File: src/rtl/lbm_step_scheduler.sv
// rtl/lbm_step_scheduler.sv - run sequencer for the LBM solver: step kicks, ping-pong bank select and AXI-stream dumps
// A run is num_steps solver steps with a DMA dump every dump_interval steps and always after the last one.
module lbm_step_scheduler #(
    parameter logic [19:0] TIMEOUT = 20'd1000000
) (
    input  logic        clk,
    input  logic        rst_n,
    input  logic        start,
    input  logic        abort,
    input  logic [31:0] num_steps,
    input  logic [15:0] dump_interval,
    input  logic        step_done,
    input  logic        dump_done,
    output logic        solver_en,
    output logic        step_start,
    output logic        bank_sel,
    output logic        dump_start,
    output logic [31:0] step_count,
    output logic        busy,
    output logic        done,
    output logic        timeout_err
);

    typedef enum logic [2:0] {
        S_IDLE,
        S_STEP,
        S_WAIT_STEP,
        S_DUMP,
        S_WAIT_DUMP,
        S_DONE,
        S_FAULT
    } state_t;

    state_t      state_q;
    logic [31:0] num_steps_q;
    logic [15:0] dump_interval_q;
    logic [31:0] step_count_q;
    logic [15:0] since_dump_q;
    logic [19:0] wdog_q;
    logic        final_q;

    logic        solver_en_q;
    logic        step_start_q;
    logic        bank_sel_q;
    logic        dump_start_q;
    logic        busy_q;
    logic        done_q;
    logic        timeout_err_q;

    logic [31:0] step_count_d;
    logic [15:0] since_dump_d;
    logic [19:0] wdog_d;
    logic        wdog_expired;
    logic        last_step;
    logic        interval_hit;

    assign step_count_d = step_count_q + 32'd1;
    assign since_dump_d = since_dump_q + 16'd1;
    assign wdog_d       = wdog_q + 20'd1;
    assign wdog_expired = (wdog_q == TIMEOUT - 20'd1);
    assign last_step    = (step_count_d == num_steps_q);
    assign interval_hit = (dump_interval_q != 16'd0) && (since_dump_d == dump_interval_q);

    always_ff @(posedge clk or negedge rst_n) begin
        if (!rst_n) begin
            state_q         <= S_IDLE;
            num_steps_q     <= 32'd0;
            dump_interval_q <= 16'd0;
            step_count_q    <= 32'd0;
            since_dump_q    <= 16'd0;
            wdog_q          <= 20'd0;
            final_q         <= 1'b0;
            solver_en_q     <= 1'b0;
            step_start_q    <= 1'b0;
            bank_sel_q      <= 1'b0;
            dump_start_q    <= 1'b0;
            busy_q          <= 1'b0;
            done_q          <= 1'b0;
            timeout_err_q   <= 1'b0;
        end else begin
            step_start_q <= 1'b0;
            dump_start_q <= 1'b0;
            // busy_q is high exactly in the four active states, so it doubles as the abort qualifier
            if (abort && busy_q) begin
                state_q     <= S_IDLE;
                solver_en_q <= 1'b0;
                busy_q      <= 1'b0;
            end else begin
                case (state_q)
                    S_IDLE, S_DONE, S_FAULT: begin
                        if (start && (num_steps != 32'd0)) begin
                            num_steps_q     <= num_steps;
                            dump_interval_q <= dump_interval;
                            step_count_q    <= 32'd0;
                            since_dump_q    <= 16'd0;
                            final_q         <= 1'b0;
                            done_q          <= 1'b0;
                            timeout_err_q   <= 1'b0;
                            solver_en_q     <= 1'b1;
                            busy_q          <= 1'b1;
                            step_start_q    <= 1'b1;
                            state_q         <= S_STEP;
                        end else if (start) begin
                            done_q  <= 1'b1;
                            state_q <= S_IDLE;
                        end else if (state_q == S_DONE) begin
                            state_q <= S_IDLE;
                        end
                    end
                    S_STEP: begin
                        wdog_q  <= 20'd0;
                        state_q <= S_WAIT_STEP;
                    end
                    S_WAIT_STEP: begin
                        if (step_done) begin
                            step_count_q <= step_count_d;
                            bank_sel_q   <= ~bank_sel_q;
                            if (last_step) begin
                                final_q      <= 1'b1;
                                since_dump_q <= since_dump_d;
                                dump_start_q <= 1'b1;
                                state_q      <= S_DUMP;
                            end else if (interval_hit) begin
                                final_q      <= 1'b0;
                                since_dump_q <= 16'd0;
                                dump_start_q <= 1'b1;
                                state_q      <= S_DUMP;
                            end else begin
                                since_dump_q <= since_dump_d;
                                step_start_q <= 1'b1;
                                state_q      <= S_STEP;
                            end
                        end else if (wdog_expired) begin
                            timeout_err_q <= 1'b1;
                            solver_en_q   <= 1'b0;
                            busy_q        <= 1'b0;
                            state_q       <= S_FAULT;
                        end else begin
                            wdog_q <= wdog_d;
                        end
                    end
                    S_DUMP: begin
                        wdog_q  <= 20'd0;
                        state_q <= S_WAIT_DUMP;
                    end
                    S_WAIT_DUMP: begin
                        if (dump_done) begin
                            if (final_q) begin
                                done_q      <= 1'b1;
                                solver_en_q <= 1'b0;
                                busy_q      <= 1'b0;
                                state_q     <= S_DONE;
                            end else begin
                                step_start_q <= 1'b1;
                                state_q      <= S_STEP;
                            end
                        end else if (wdog_expired) begin
                            timeout_err_q <= 1'b1;
                            solver_en_q   <= 1'b0;
                            busy_q        <= 1'b0;
                            state_q       <= S_FAULT;
                        end else begin
                            wdog_q <= wdog_d;
                        end
                    end
                    default: begin
                        solver_en_q <= 1'b0;
                        busy_q      <= 1'b0;
                        state_q     <= S_IDLE;
                    end
                endcase
            end
        end
    end

    assign solver_en   = solver_en_q;
    assign step_start  = step_start_q;
    assign bank_sel    = bank_sel_q;
    assign dump_start  = dump_start_q;
    assign step_count  = step_count_q;
    assign busy        = busy_q;
    assign done        = done_q;
    assign timeout_err = timeout_err_q;

endmodule
File: config.mk
export PLATFORM = sky130hd
export DESIGN_NAME = lbm_step_scheduler
export DESIGN_NICKNAME = d
export VERILOG_FILES = /design/src/rtl/lbm_step_scheduler.sv
export SDC_FILE = /design/constraint.sdc
export NUM_CORES = 1
export LEC_CHECK = 0
export CORE_MARGIN = 1.5
export CORE_UTILIZATION = 38
export DETAILED_ROUTE_END_ITERATION = 12
export HOLD_SLACK_MARGIN = 0.1
export SLEW_MARGIN = 10
export SYNTH_ARGS = -nofsm -noshare
export SYNTH_HDL_FRONTEND = slang
export SYNTH_SLANG_ARGS = --single-unit
File: constraint.sdc
create_clock -name clk -period 4.3 [get_ports clk]
set_input_delay 0.645 -clock clk [delete_from_list [all_inputs] [get_ports clk]]
set_output_delay 0.645 -clock clk [all_outputs]
set_load 0.005 [all_outputs]
==> parameters.txt, run 1 <==
Parameter                              Value

Floorplan
  Row count    51
  Num ports    slightly above 90
  Die boundary height    ~140 microns
  Initial standard-cell utilization of the core    0.387
  Die width    around 140 microns
  Total core area    19,400 sq um
  Overall die area    between 20,000 and 25,000 sq um

Yosys
  Synthesized area    around 7500 sq um
  Top flip-flop cell by instance count after synthesis    sky130_fd_sc_hd__dfrtp_1
  Leading post-synthesis cells by cell area    sky130_fd_sc_hd__dfrtp_1 42%, sky130_fd_sc_hd__mux2_2 7.2%, sky130_fd_sc_hd__xnor2_1 6.9%
  Number of synthesized register bits    about 130
  Post-synthesis average cell area    between 9 and 10 sq um
  Synthesized Nets    between 800 and 900
  Area fraction of the dominant cell type after synthesis    0.423
  Sequential cell area fraction in the yosys report    0.423
  Cell taking the most area after synthesis    sky130_fd_sc_hd__dfrtp_1
  Syn. warnings    0
  Async set-or-reset flop fraction in the synthesized netlist    1.00
  Post-Syn Instances    about 810
  Number of enable-type register cells in the synthesized netlist    0
  Distinct cells, synth    64

Cells and area
  Antenna diodes    0
  Filler Cells Inserted    approximately 1,900
  Area added between synthesis and finish    22.3%
  Utilization after layout    0.473
  Number of nets in the final layout    roughly 950
  Share of cells above drive strength 1    0.114

Setup path
  Required time of the worst setup path    ~4.7 ns
  Cell with the largest stage delay on the worst path    sky130_fd_sc_hd__nor4_2
  Critical path class    reg -> reg
  CP max stage delay    slightly above 0.6 ns
  Element type at the critical path end    register
  Cell family contributing the most delay on the critical path    simple AND/OR/NAND/NOR gates
  Buffer and inverter count on the worst path    0
  Peak fanout along the critical path    13
  CP Cell Sequence    ha_1 -> nand3_1 -> nor4_2 -> a21oi_1 -> nand4b_1 -> a2111oi_2 -> o2111ai_1 -> o21bai_2 -> o21ai_2 -> nor2_1
  Sort of element at the start of the critical path    register
  Worst endpoint data arrival time    just under 4 ns

Placed design
  HPWL Detailed    around 14 mm
  Port Buffers    a little over 90
  Gp weighted congestion    a little under 0.9
  Worst setup slack before clock tree synthesis    0.744 ns

Detailed routing
  Antenna violation net count after detailed routing    0
  Routed vias    between 6,000 and 7,000
  Total length of routed wires    approximately 20 mm
  Vias per inst    5.52
  WL/cell    roughly 17 microns
  Drt drc    0
  Number of design-rule violations left by the first detailed-router iteration    about 440
  1st-pass router iterations    5

Timing
  Final period util    0.839
  Post-Route Setup TNS    0 ns
  Worst-case headroom to the max-slew limit    0.360
  Tmin final    3.61 ns
  Setup repair after global routing missed its margin    no
  Maximum achievable frequency    around 0.28 GHz
  Worst hold margin    about 0.33 ns
  Worst-Margin Slew    0.960 ns
  Slew Limit Fails    0
  Worst-case clock skew    0.0154 ns
  PnR worst setup slack    0.693 ns
  Final count of hold timing violations    0
  # setup viols final    0

Hold path
  Path type of the worst min-delay path    in -> async

Flow run
  Max-cap viol count    0

GRT
  Routing usage on met1    0.274
  Vias in the first global route    between 6,000 and 7,000
  GRT Resource Usage Total    0.204
  Maximum number of pins on one net before global-route repair    103
  GR peak layer    met2
  Antenna violations before repair    0
  Total global routing overflow    0
  Global routing met2 resource utilization    0.318
  Global-route wire length before repair    between 30 and 40 mm
  M3 GR Usage    0.0453

Clocking
  CTS Buf Count    17
  Clk_lat worst skew    around 0.43 ns
  Post CTS Setup Buffer Count    0
  Number of instances resized during post-cts repair    0
  Clock transition at the register clock pins on the worst setup and hold paths after CTS    about 0.06 ns
  Bufs on Longest Clock Path    2
  Count of H-tree levels built during CTS    4
  Cell at the root of the clock tree    sky130_fd_sc_hd__clkbuf_16
  TritonCTS clock tree    yes
  Cts hold-fix bufs    0
  Sink count of the clock tree    around 130

Run status
  Status    finished, final reports clean

Pwr
  Maximum ir drop on the vdd rail    347 uV
  Total Power    roughly 4.7 mW
  PD cells    roughly 510 nW/um^2
  Leak    3.56 nW
## final timing paths
kind                            cells after the start             endpoint     startpoint  slack, ns
worst max-delay path                               10      since_dump_q[7]  step_count[0]       0.69
worst min-delay path                                1  dump_interval_q[10]          rst_n       0.33
worst max register to register                     10      since_dump_q[7]  step_count[0]       0.69
worst min register to register                      1             bank_sel       bank_sel       0.48
max in group asynchronous                           2      num_steps_q[14]          rst_n       3.01
min in group clk                                    1             bank_sel       bank_sel       0.48
## cell usage in the layout (no fill, tap or decap), types with 4 or more instances in the layout
master	count
sky130_fd_sc_hd__o22ai_1	4
sky130_fd_sc_hd__xor2_1	38
sky130_fd_sc_hd__a211oi_1	4
sky130_fd_sc_hd__nor2_1	77
sky130_fd_sc_hd__and3_1	10
sky130_fd_sc_hd__dfrtp_1	127
sky130_fd_sc_hd__xnor2_1	59
sky130_fd_sc_hd__o221ai_1	4
sky130_fd_sc_hd__clkdlybuf4s50_1	91
sky130_fd_sc_hd__mux2_2	48
sky130_fd_sc_hd__nor3_1	12
sky130_fd_sc_hd__nand3_1	31
sky130_fd_sc_hd__buf_4	11
sky130_fd_sc_hd__a21oi_1	33
sky130_fd_sc_hd__o21ai_0	65
sky130_fd_sc_hd__o41ai_1	6
sky130_fd_sc_hd__nand2b_1	9
sky130_fd_sc_hd__o31ai_1	10
sky130_fd_sc_hd__or3_1	6
sky130_fd_sc_hd__inv_1	14
sky130_fd_sc_hd__clkinv_2	4
sky130_fd_sc_hd__and2_1	7
sky130_fd_sc_hd__nor2b_1	7
sky130_fd_sc_hd__nand4_1	23
sky130_fd_sc_hd__a31oi_1	10
sky130_fd_sc_hd__nand2_1	66
sky130_fd_sc_hd__clkbuf_16	17
sky130_fd_sc_hd__and4_1	8
sky130_fd_sc_hd__nor4_1	29
## state kept, by name, indices dropped and copies added (netlist names)
name	flops
num_steps_q	32
step_count	32
wdog_q	20
dump_interval_q	16
since_dump_q	16
state_q	3
bank_sel	1
busy	1
done	1
dump_start	1
final_q	1
solver_en	1
step_start	1
timeout_err	1
## cell usage after synthesis, drive strengths merged (8+ instances only)
cell type	count
clkbuf	34
and4	8
nand2	66
nand3	32
nor3	12
inv	14
mux2	48
a21oi	33
o31ai	10
nand4	24
a31oi	10
dfrtp	127
nor2	78
buf	14
xnor2	59
nand2b	9
o21ai	69
xor2	38
nor4	32
and3	10
and2	8
## per-layer routing
metal | part of all wire | up-vias
li1 | - | 3078
met1 | 0.46 | 3101
met2 | 0.47 | 189
met3 | 0.045 | 46
met4 | 0.026 | 0
met5 | 0 | -
## area by class of cell
type	instances	area, sq um	share of cell area
clock buffers	22	464	0.0505
clock inverters	7	65.1	0.00708
inverters	14	52.6	0.00572
multi-input cells	625	4090	0.445
flip-flops and latches	127	3180	0.346
well taps	265	332	0.0361
repair buffers	103	1000	0.109
## metrics by stage
| stage | area (sq um) | instances |
|---|---|---|
| 3_5_place_dp | 8650 | 1134 |
| 5_1_grt | 9180 | 1163 |
| 3_3_place_gp | 8650 | 1134 |
| 4_1_cts | 9180 | 1163 |
| 2_1_floorplan | 7510 | 814 |
| 6_report | 9180 | 1163 |
## worst reg2reg max path, cell delays in order (launching register included)
cell,delay [ns]
sky130_fd_sc_hd__dfrtp_1,0.51
sky130_fd_sc_hd__ha_1,0.34
sky130_fd_sc_hd__nand3_1,0.37
sky130_fd_sc_hd__nor4_2,0.61
sky130_fd_sc_hd__a21oi_1,0.14
sky130_fd_sc_hd__nand4b_1,0.29
sky130_fd_sc_hd__a2111oi_2,0.37
sky130_fd_sc_hd__o2111ai_1,0.25
sky130_fd_sc_hd__o21bai_2,0.25
sky130_fd_sc_hd__o21ai_2,0.21
sky130_fd_sc_hd__nor2_1,0.19
## cells by family (layout without fill, tap and decap cells)
logic type | count (synthesis) | count (layout) | share of synthesized area
simple gates | 309 | 309 | 0.214
compound gates | 166 | 166 | 0.136
flops | 127 | 127 | 0.423
xor+xnor | 97 | 97 | 0.113
buf+inv | 62 | 146 | 0.0333
mux | 50 | 50 | 0.0747
fa+ha+maj | 3 | 3 | 0.00500
## where the power goes
part | switching [mW] | internal (mW) | total [mW]
logic | 0.722 | 0.779 | 1.50
clock network | 0.526 | 0.810 | 1.34
registers | 0.334 | 1.49 | 1.82
total | 1.58 | 3.08 | 4.66
(Power assumes the default switching activity.)
==> inputs of run 2 (changes only) <==
==> constraint.sdc (replaced) <==
create_clock -name clk -period 3.3 [get_ports clk]
set_input_delay 0.495 -clock clk [delete_from_list [all_inputs] [get_ports clk]]
set_output_delay 0.495 -clock clk [all_outputs]
set_load 0.005 [all_outputs]
==> parameters.txt, run 2 (synthesized netlist as in run 1, its figures left out) <==
Parameter                              Value

Run status
  Status    finished, final reports clean

Setup path
  Crit path from    step_count[12]
  Worst endpoint data arrival time    about 3.4 ns
  Element type at the critical path end    register
  Startpoint of the worst-slack reg-to-reg timing path    step_count[12]
  Required time of the worst setup path    around 3.7 ns
  Peak fanout along the critical path    13
  Critical path class    reg -> reg
  Sort of element at the start of the critical path    register
  FF-to-FF setup slack    roughly 0.27 ns

Pwr
  PD cells    between 600 and 700 nW/um^2
  Sequential Power Share    0.380
  Leak    roughly 3.7 nW
  Clock share of power    0.297
  Sw frac    0.329
  Share of total power in combinational logic    0.323
  Switching pwr    slightly above 2 mW
  Internal Power    roughly 4.2 mW
  Maximum ir drop on the vdd rail    ~450 uV

Clocking
  Clk_lat worst skew    approximately 0.42 ns
  CTS Buf Count    17
  Bufs on Longest Clock Path    2
  Sink count of the clock tree    roughly 130
  Cell at the root of the clock tree    sky130_fd_sc_hd__clkbuf_16
  TritonCTS clock tree    yes
  Clock transition at the register clock pins on the worst setup and hold paths after CTS    0.06 ns
  Count of H-tree levels built during CTS    4
  Cts hold-fix bufs    0

Timing
  Worst-case headroom to the max-slew limit    0.555
  Worst-Margin Slew    0.667 ns
  Worst hold margin    0.0833 ns
  Tmin final    around 3.0 ns
  Worst-case clock skew    0.0125 ns
  # setup viols final    0
  Slew Limit Fails    0
  Final period util    0.918
  Post-Route Setup TNS    0 ns
  Final count of hold timing violations    0
  Setup repair after global routing missed its margin    no
  Maximum achievable frequency    about 0.33 GHz

Detailed routing
  1st-pass router iterations    5
  Vias per inst    5.39
  Routed vias    6,420
  Antenna violation net count after detailed routing    0
  Drt drc    0
  Total length of routed wires    between 20 and 25 mm
  Number of design-rule violations left by the first detailed-router iteration    ~460
  WL/cell    approximately 17 microns

Floorplan
  Overall die area    20,600 sq um
  Die boundary height    between 100 and 150 microns
  Num ports    93
  Total core area    19,400 sq um
  Initial standard-cell utilization of the core    0.387
  Die width    approximately 140 microns
  Row count    51

GRT
  Vias in the first global route    6,232
  Antenna violations before repair    0
  Maximum number of pins on one net before global-route repair    69
  GRT Resource Usage Total    0.209
  Global-route wire length before repair    approximately 33 mm
  Total global routing overflow    0

Cells and area
  Share of cells above drive strength 1    0.146
  Number of nets in the final layout    a little under 1,000
  Area added between synthesis and finish    26.3%
  Most common cell after layout, fill and taps aside    sky130_fd_sc_hd__dfrtp_1
  Post-route design area    between 9000 and 10,000 sq um
  Antenna diodes    0
  Filler Cells Inserted    about 1,900
  Most frequent cells in the layout    126 x sky130_fd_sc_hd__dfrtp_1, 91 x sky130_fd_sc_hd__clkdlybuf4s50_1, 77 x sky130_fd_sc_hd__nor2_1

Placed design
  HPWL Detailed    around 15 mm
  Area post-placement    between 8000 and 9000 sq um
  Gp weighted congestion    just under 0.9
  Port Buffers    92

Flow run
  Max-cap viol count    0

Hold path
  Path type of the worst min-delay path    in -> async
==> run 2: routing by layer <==
metal,global-route usage,wire length (microns)
met1,0.282,9520
met2,0.331,9710
met3,0.0457,872
met4,0.0687,420
met5,0,0
==> run 2: power groups by stage <==
stage,Sequential [mW],Combinational (mW),Clock [mW]
after floorplan,2.22,1.49,0
after global placement,2.38,2.00,0
after global routing,2.42,2.23,1.95
after detailed placement,2.39,2.01,0
after CTS,2.36,2.02,1.87
final,2.36,2.00,1.85
==> run 2: worst paths after layout <==
path | end | cells after the start
min | dump_interval_q[3] | 1
max in group asynchronous | num_steps_q[4] | 2
min reg2reg | bank_sel | 1
min in group clk | bank_sel | 1
max reg2reg | since_dump_q[10] | 11
max | since_dump_q[10] | 11
==> run 2: per-stage QoR <==
| stage | setup WS, ns | utilization | std cells | power, mW |
|---|---|---|---|---|
| floorplan | 0.269 | - | 814 | 3.70 |
| global placement | 0.311 | 0.459 | 1163 | 4.38 |
| detailed placement | 0.251 | 0.459 | 1163 | 4.40 |
| CTS | 0.249 | 0.488 | 1191 | 6.26 |
| global route | 0.0354 | 0.489 | 1191 | 6.59 |
| finish | 0.271 | 0.489 | 1191 | 6.21 |
==> run 2: layout make-up <==
type,instances,area (sq um),share of cell area
inverter,14,52.6,0.00554
clock buffer,22,484,0.0511
tap,265,332,0.0350
timing repair buffer,132,1250,0.132
sequential,127,3180,0.335
multi-input combinational,625,4100,0.433
clock inverter,6,85.1,0.00897
==> run 2: repair_timing <==
action	in CTS	in global routing
setup buffers	0	0
endpoints found under the setup margin	0	14
gates resized for setup	0	4
==> run 2: worst max-delay path, stage by stage, from the launching register on <==
cell and delay [ns]:
sky130_fd_sc_hd__dfrtp_1 0.50, sky130_fd_sc_hd__nand4_4 0.14, sky130_fd_sc_hd__or4_4 0.59, sky130_fd_sc_hd__nor3_1 0.23, sky130_fd_sc_hd__buf_4 0.18, sky130_fd_sc_hd__xnor2_1 0.08
sky130_fd_sc_hd__nor4_1 0.36, sky130_fd_sc_hd__nand4_1 0.25, sky130_fd_sc_hd__o21bai_2 0.26, sky130_fd_sc_hd__o21ai_2 0.06, sky130_fd_sc_hd__buf_4 0.19, sky130_fd_sc_hd__nor2_1 0.11
